File: src/rtl/fwd_hazard_ctrl_pkg.sv
`default_nettype none
// ============================================================================
// Module : fwd_hazard_ctrl_pkg
// Brief  : Shared types for the forwarding / hazard controller.
//          Holds the select encodings, the register-address width and the
//          pipeline slot record.
//          Optional feature macro: WB_BYPASS_EN (enables select code 3).
// Rev    : 1.0  initial release
// ============================================================================
package fwd_hazard_ctrl_pkg;

  localparam int REG_AW = 5;

  localparam logic [1:0] FWD_RF    = 2'd0;
  localparam logic [1:0] FWD_EXMEM = 2'd1;
  localparam logic [1:0] FWD_MEMWB = 2'd2;
  localparam logic [1:0] FWD_WB    = 2'd3;

  typedef logic [REG_AW-1:0] reg_addr_t;

  typedef struct packed {
    logic      valid;
    reg_addr_t dest;
    logic      wr_en;
    logic      is_load;
  } slot_t;

  localparam slot_t SLOT_EMPTY = '0;

  // Register 0 is hard-wired, so a write to it is never a producer.
  function automatic logic slot_writes(slot_t s, reg_addr_t r);
    return s.valid && s.wr_en && (s.dest == r) && (r != '0);
  endfunction

endpackage
`default_nettype wire

File: src/rtl/fwd_hazard_ctrl_if.sv
`default_nettype none
// ============================================================================
// Module : fwd_hazard_ctrl_if
// Brief  : Decode-side bundle into the forwarding / hazard controller and
//          the controls it returns to the pipeline.
//          Optional feature macro: WB_BYPASS_EN (affects select encoding only).
// Rev    : 1.0  initial release
// ============================================================================
interface fwd_hazard_ctrl_if
  import fwd_hazard_ctrl_pkg::*;
();

  logic      id_valid;
  reg_addr_t id_rs;
  reg_addr_t id_rt;
  logic      id_rs_use;
  logic      id_rt_use;
  reg_addr_t id_rd;
  logic      id_wr_en;
  logic      id_is_load;
  logic      id_is_muldiv;
  logic      id_reads_hilo;
  logic      flush;

  logic       stall_o;
  logic       ex_bubble;
  logic [1:0] fwd_a_sel;
  logic [1:0] fwd_b_sel;
  logic       muldiv_busy;

  // Decode side: presents the ID instruction, consumes stall/select controls.
  modport master (
    output id_valid, id_rs, id_rt, id_rs_use, id_rt_use, id_rd, id_wr_en,
           id_is_load, id_is_muldiv, id_reads_hilo, flush,
    input  stall_o, ex_bubble, fwd_a_sel, fwd_b_sel, muldiv_busy
  );

  // Controller side.
  modport slave (
    input  id_valid, id_rs, id_rt, id_rs_use, id_rt_use, id_rd, id_wr_en,
           id_is_load, id_is_muldiv, id_reads_hilo, flush,
    output stall_o, ex_bubble, fwd_a_sel, fwd_b_sel, muldiv_busy
  );

endinterface
`default_nettype wire

File: src/rtl/fwd_hazard_ctrl_fwd_match.sv
`default_nettype none
// ============================================================================
// Module : fwd_match
// Brief  : Combinational source-operand comparator. Returns the forwarding
//          select for one operand given the in-flight EX/MEM/WB slots.
//          Youngest producer wins.
//          Optional feature macro: WB_BYPASS_EN (adds WB-stage code 3).
// Rev    : 1.0  initial release
// ============================================================================
module fwd_match
  import fwd_hazard_ctrl_pkg::*;
(
  input  reg_addr_t  src,
  input  logic       use_src,
  input  slot_t      ex_slot,
  input  slot_t      mem_slot,
  input  slot_t      wb_slot,
  output logic [1:0] sel
);

  // Priority compare, youngest in-flight producer first.
  always_comb begin
    sel = FWD_RF;
    if (use_src) begin
      if (slot_writes(ex_slot, src)) begin
        sel = FWD_EXMEM;
      end else if (slot_writes(mem_slot, src)) begin
        sel = FWD_MEMWB;
      end
`ifdef WB_BYPASS_EN
      else if (slot_writes(wb_slot, src)) begin
        sel = FWD_WB;
      end
`endif
    end
  end

  // Load flags are only relevant to stall detection, not to selection; without
  // the WB bypass the register file's write-before-read covers the WB stage.
  logic unused_bits;
`ifdef WB_BYPASS_EN
  assign unused_bits = ex_slot.is_load ^ mem_slot.is_load ^ wb_slot.is_load;
`else
  assign unused_bits = ^{ex_slot.is_load, mem_slot.is_load, wb_slot};
`endif

endmodule
`default_nettype wire

File: src/rtl/fwd_hazard_ctrl.sv
`default_nettype none
// ============================================================================
// Module : fwd_hazard_ctrl
// Brief  : Forwarding-select and stall/bubble controller for the EX operand
//          muxes. Tracks EX/MEM/WB destinations, detects load-use and HI/LO
//          hazards, and registers the select codes on the EX advance.
//          Register width comes from fwd_hazard_ctrl_pkg::REG_AW.
//          Optional feature macro: WB_BYPASS_EN (WB-stage select code 3).
// Rev    : 1.0  initial release
// ============================================================================
module fwd_hazard_ctrl
  import fwd_hazard_ctrl_pkg::*;
#(
  parameter int MULDIV_CYCLES = 4,
  parameter int CNT_W         = 4
) (
  input  logic               clk,
  input  logic               rst_n,
  fwd_hazard_ctrl_if.slave   bus
);

  slot_t            ex_q,  ex_d;
  slot_t            mem_q, mem_d;
  slot_t            wb_q,  wb_d;
  logic [CNT_W-1:0] cnt_q, cnt_d;
  logic [1:0]       fwd_a_q, fwd_a_d;
  logic [1:0]       fwd_b_q, fwd_b_d;
  logic             ex_bubble_q, ex_bubble_d;

  logic [1:0] sel_a;
  logic [1:0] sel_b;
  logic       load_use;
  logic       hilo_haz;
  logic       stall;
  logic       advance;

  fwd_match u_match_a (
    .src      (bus.id_rs),
    .use_src  (bus.id_rs_use),
    .ex_slot  (ex_q),
    .mem_slot (mem_q),
    .wb_slot  (wb_q),
    .sel      (sel_a)
  );

  fwd_match u_match_b (
    .src      (bus.id_rt),
    .use_src  (bus.id_rt_use),
    .ex_slot  (ex_q),
    .mem_slot (mem_q),
    .wb_slot  (wb_q),
    .sel      (sel_b)
  );

  // Hazard detection for the ID instruction; a squash overrides any stall.
  always_comb begin
    load_use = ex_q.is_load &&
               ((bus.id_rs_use && slot_writes(ex_q, bus.id_rs)) ||
                (bus.id_rt_use && slot_writes(ex_q, bus.id_rt)));
    hilo_haz = (bus.id_is_muldiv || bus.id_reads_hilo) && (cnt_q != '0);
    stall    = bus.id_valid && !bus.flush && (load_use || hilo_haz);
    advance  = bus.id_valid && !bus.flush && !stall;
  end

  // Next-state: shift the slots, admit ID or a bubble, update the busy count.
  always_comb begin
    ex_d        = SLOT_EMPTY;
    mem_d       = ex_q;
    wb_d        = mem_q;
    fwd_a_d     = FWD_RF;
    fwd_b_d     = FWD_RF;
    ex_bubble_d = 1'b1;
    cnt_d       = cnt_q;

    if (advance) begin
      ex_d.valid   = 1'b1;
      ex_d.dest    = bus.id_rd;
      ex_d.wr_en   = bus.id_wr_en;
      ex_d.is_load = bus.id_is_load;
      fwd_a_d      = sel_a;
      fwd_b_d      = sel_b;
      ex_bubble_d  = 1'b0;
    end

    // A flushed or stalled ID mul/div never reaches EX, so it cannot reload
    // the counter; an already-running one keeps counting through a flush.
    if (advance && bus.id_is_muldiv) begin
      cnt_d = CNT_W'(MULDIV_CYCLES);
    end else if (cnt_q != '0) begin
      cnt_d = cnt_q - CNT_W'(1);
    end
  end

  // Pipeline state and registered controls.
  always_ff @(posedge clk or negedge rst_n) begin
    if (!rst_n) begin
      ex_q        <= SLOT_EMPTY;
      mem_q       <= SLOT_EMPTY;
      wb_q        <= SLOT_EMPTY;
      cnt_q       <= '0;
      fwd_a_q     <= FWD_RF;
      fwd_b_q     <= FWD_RF;
      ex_bubble_q <= 1'b1;
    end else begin
      ex_q        <= ex_d;
      mem_q       <= mem_d;
      wb_q        <= wb_d;
      cnt_q       <= cnt_d;
      fwd_a_q     <= fwd_a_d;
      fwd_b_q     <= fwd_b_d;
      ex_bubble_q <= ex_bubble_d;
    end
  end

  assign bus.stall_o     = stall;
  assign bus.ex_bubble   = ex_bubble_q;
  assign bus.fwd_a_sel   = fwd_a_q;
  assign bus.fwd_b_sel   = fwd_b_q;
  assign bus.muldiv_busy = (cnt_q != '0);

endmodule
`default_nettype wire

File: src/flat_wrapper.sv
// flat-port wrapper written by rule: the top's interface ports become plain ports
module fwd_hazard_ctrl_flat import fwd_hazard_ctrl_pkg::*;
#(
  parameter int MULDIV_CYCLES = 4,
  parameter int CNT_W         = 4
)
  (clk, rst_n, bus_id_valid, bus_id_rs, bus_id_rt, bus_id_rs_use, bus_id_rt_use, bus_id_rd, bus_id_wr_en, bus_id_is_load, bus_id_is_muldiv, bus_id_reads_hilo, bus_flush, bus_stall_o, bus_ex_bubble, bus_fwd_a_sel, bus_fwd_b_sel, bus_muldiv_busy);
  fwd_hazard_ctrl_if bus_i ();
  input  logic clk;
  input  logic rst_n;
  input wire logic [$bits(bus_i.id_valid)-1:0] bus_id_valid;
  input wire logic [$bits(bus_i.id_rs)-1:0] bus_id_rs;
  input wire logic [$bits(bus_i.id_rt)-1:0] bus_id_rt;
  input wire logic [$bits(bus_i.id_rs_use)-1:0] bus_id_rs_use;
  input wire logic [$bits(bus_i.id_rt_use)-1:0] bus_id_rt_use;
  input wire logic [$bits(bus_i.id_rd)-1:0] bus_id_rd;
  input wire logic [$bits(bus_i.id_wr_en)-1:0] bus_id_wr_en;
  input wire logic [$bits(bus_i.id_is_load)-1:0] bus_id_is_load;
  input wire logic [$bits(bus_i.id_is_muldiv)-1:0] bus_id_is_muldiv;
  input wire logic [$bits(bus_i.id_reads_hilo)-1:0] bus_id_reads_hilo;
  input wire logic [$bits(bus_i.flush)-1:0] bus_flush;
  output wire logic [$bits(bus_i.stall_o)-1:0] bus_stall_o;
  output wire logic [$bits(bus_i.ex_bubble)-1:0] bus_ex_bubble;
  output wire logic [$bits(bus_i.fwd_a_sel)-1:0] bus_fwd_a_sel;
  output wire logic [$bits(bus_i.fwd_b_sel)-1:0] bus_fwd_b_sel;
  output wire logic [$bits(bus_i.muldiv_busy)-1:0] bus_muldiv_busy;
  assign bus_i.id_valid = bus_id_valid;
  assign bus_i.id_rs = bus_id_rs;
  assign bus_i.id_rt = bus_id_rt;
  assign bus_i.id_rs_use = bus_id_rs_use;
  assign bus_i.id_rt_use = bus_id_rt_use;
  assign bus_i.id_rd = bus_id_rd;
  assign bus_i.id_wr_en = bus_id_wr_en;
  assign bus_i.id_is_load = bus_id_is_load;
  assign bus_i.id_is_muldiv = bus_id_is_muldiv;
  assign bus_i.id_reads_hilo = bus_id_reads_hilo;
  assign bus_i.flush = bus_flush;
  assign bus_stall_o = bus_i.stall_o;
  assign bus_ex_bubble = bus_i.ex_bubble;
  assign bus_fwd_a_sel = bus_i.fwd_a_sel;
  assign bus_fwd_b_sel = bus_i.fwd_b_sel;
  assign bus_muldiv_busy = bus_i.muldiv_busy;
  fwd_hazard_ctrl #(.MULDIV_CYCLES(MULDIV_CYCLES), .CNT_W(CNT_W)) u_core (.clk(clk), .rst_n(rst_n), .bus(bus_i));
endmodule
File: config.mk
export PLATFORM = sky130hd
export DESIGN_NAME = fwd_hazard_ctrl_flat
export DESIGN_NICKNAME = d
export VERILOG_FILES = /design/src/rtl/fwd_hazard_ctrl_pkg.sv /design/src/rtl/fwd_hazard_ctrl_if.sv /design/src/rtl/fwd_hazard_ctrl_fwd_match.sv /design/src/rtl/fwd_hazard_ctrl.sv /design/src/flat_wrapper.sv
export SDC_FILE = /design/constraint.sdc
export NUM_CORES = 1
export LEC_CHECK = 0
export CAP_MARGIN = 10
export CORE_MARGIN = 3
export CORE_UTILIZATION = 51
export DETAILED_ROUTE_END_ITERATION = 8
export PLACE_DENSITY = 0.84
export RECOVER_POWER = 100
export SYNTH_ARGS = -nofsm -noshare
export SYNTH_HDL_FRONTEND = slang
export SYNTH_SLANG_ARGS = --single-unit
File: constraint.sdc
create_clock -name clk -period 6.6 [get_ports clk]
set_clock_uncertainty 0.05 [all_clocks]
set_input_delay 1.98 -clock clk [delete_from_list [all_inputs] [get_ports clk]]
set_output_delay 1.98 -clock clk [all_outputs]
set_load 0.005 [all_outputs]
==> run metrics <==
Top Ports=32; number of max-cap violations=0; TritonRoute pass-1 iters=4; endpoint type of the worst setup path=primary output; initial antenna violation count=0; CTS tree=built; post-synthesis xor/xnor area fraction=15.31%; Max Freq=approximately 160 MHz; Final Max Slew Viols=0; top_reg_cell synth=dfrtp_1; Routed wire per std cell=between 10 and 15 um; Sink Count=24; Starting Density=a little under three fifths; worst-margin pin slew=1.054 ns; Synth Area in Adders=about 2.1%; crit-path most repeated cell=o21a_1; Max stage delay on crit path=0.60 ns; gpl congestion=about 0.95; CTS Buf Count=3; via/cell ratio=between 5 and 6; crit path cell chain=dlygate4sd3_1 -> or4_4 -> o21ai_2 -> nor3_1 -> o21a_1 -> o21a_1 -> clkdlybuf4s50_1; final net count=around 180; PortBufs=31; Clock Tree Buf Depth=2; Worst EP required=between 4 and 5 ns; die width=54.53 um; TNS Setup=0 ns; Synth Cell Area=0.001201 sq mm; Layout fillers=~150; gr usage total=around 21%; Worst slew margin=29.52%; row count=16; core area=0.002102 sq mm; largest family of logic cells by synthesized area=simple AND/OR/NAND/NOR gates; Ys Warns=0; area grow syn2layout=30.83%; grt total ovfl=0; Root Buffer=clkbuf_4; Setup Viol. Count Final=0; Clock Pin Slew Worst Setup and Hold Paths=0.14 ns; asr flop ratio synth=100.0%; worst-skew pair later-pin latency=roughly 0.33 ns; critical path's top delay family=buffers and inverters; Mapped Cells=113; Post-Route Utilization=approximately three quarters; Final period util=a little over nine tenths; CP Class=in -> out; Post-synth EDFFs=0; DR DRC count=0; Avg Inst Size Synth=roughly 11 sq um; # hold bufs at CTS=0; Arr. time, crit path=~4.2 ns; critical path peak fanout=4; Hold Violations, Final=0; Power Density=259.7 mW/mm^2; largest net degree at the start of global routing=25; n_diodes=0; Post-CTS Setup Bufs=0; htree depth=1; slowest CP cell=dlygate4sd3_1; RSZ-0062 raised after global routing=false; peak supply drop=approximately 0.18 mV; leakage=0.6897 nW; Yosys reg bits=24; fin crit period=slightly above 6 ns; die area=around 0.003 sq mm; post-cts resize count=0; syn nets=140; Compound-Gate Fraction of Synth Area=10.21%; detailed placement HPWL=approximately 2000 um; Seq/Total Area, Yosys=between 50% and 60%; Post-Route WL=between 2000 and 3000 um; vias in the first global route=between 800 and 900; Synth Area in Simple Gates=about a fifth; post-synthesis mux area share=0%; Tightest Hold Check Type=reg -> reg; vias=938; share of layout cells above drive strength 1=~5.4%; critical path startpoint category=input port; post-route ant nets=0; status=finished clean; Die H=around 55 um; distinct cell type count after synthesis=35; DRT iter0 DRCs=27; first-pass GRT wire length=around 4100 um; CP Buf/Inv Count=2
-- Yosys cell counts, types with 2 or more instances --
cell type	n	share of area [%]
o21a_1	3	1.9
xor2_1	9	6.6
inv_1	4	1.2
nor3_1	4	1.7
nand3_1	5	2.1
nor3b_1	2	1.2
dfrtp_1	23	48
xnor2_1	12	8.7
nor2_1	12	3.7
nand4_1	2	1.0
a21oi_1	2	0.83
nand2_1	11	3.4
ha_1	2	2.1
-- stage by stage --
stage	setup slack (ns)	instance area [sq um]	total power [mW]	cells	hold slack, ns
global route	0.3438	1572	0.4333	174	0.4006
floorplan	1.354	1201	0.2630	113	0.3233
finish	0.4067	1572	0.4081	174	0.3843
detailed placement	0.5248	1534	0.3086	170	0.3561
global placement	0.5268	1534	0.2991	170	0.3413
CTS	0.5150	1587	0.4174	174	0.3804
-- final cells by class --
type	instances	area (sq um)	area share, %
sequential	24	601.8	38.30
clock inverter	1	30.03	1.911
inverter	4	15.01	0.9554
tap	27	33.78	2.150
timing repair buffer	32	314.1	19.98
clock buffer	3	22.52	1.433
multi-input combinational	83	554.3	35.27
-- logic make-up after synthesis --
family / after synthesis
adders and majority gates: 2
and+or+nand+nor: 45
AOI/OAI and AO/OA: 15
xor gates and xnor gates: 21
buffers and inverters: 6
DFF: 24
-- cells in the final DEF, fill, tap and decap left out, drive strengths merged, types with 2 or more instances in the layout --
cell and count:
dfrtp 23, clkdlybuf4s50 22, xnor2 12, nor2 12
nand2 11, xor2 9, dlygate4sd3 9, nand3 5
inv 4, nor3 4, clkbuf 4, nor3b 3
o21a 3, nand4 2, a21oi 2, ha 2
o21ai 2, or4 2
-- registers in the layout, summed over array words and instances (netlist names) --
| signal | cells |
|---|---|
| u_core.bus.ex_bubble | 1 |
| u_core.bus.fwd_a_sel | 2 |
| u_core.cnt_q | 4 |
| u_core.ex_q | 8 |
| u_core.bus.fwd_b_sel | 2 |
| u_core.mem_q | 7 |
-- where the power goes --
| part | switching, mW | internal (mW) | total [mW] |
|---|---|---|---|
| Combinational | 0.0565 | 0.0602 | 0.117 |
| Clock | 0.0459 | 0.0615 | 0.107 |
| Sequential | 0.0177 | 0.166 | 0.184 |
-- metal layers --
metal,vias to the layer above,routed length (um),global-route usage (%)
li1,455,-,-
met1,441,1097,25.48
met2,38,1310,35.06
met3,4,136,4.360
met4,0,40,7.469
met5,-,0,0
-- worst paths after layout --
path	from	endpoint	slack [ns]	cells after the start
setup / recovery	bus_id_rs[3]	bus_stall_o	0.41	7
hold / removal	u_core.ex_q[7]	u_core.mem_q[7]	0.38	0
setup reg to reg	u_core.cnt_q[0]	u_core.bus.fwd_a_sel[1]	4.03	7
hold reg to reg	u_core.ex_q[7]	u_core.mem_q[7]	0.38	0
max in group asynchronous	rst_n	u_core.ex_q[0]	3.64	1
min in group asynchronous	rst_n	u_core.mem_q[4]	2.22	1
Power figures use the tool's default switching activity.
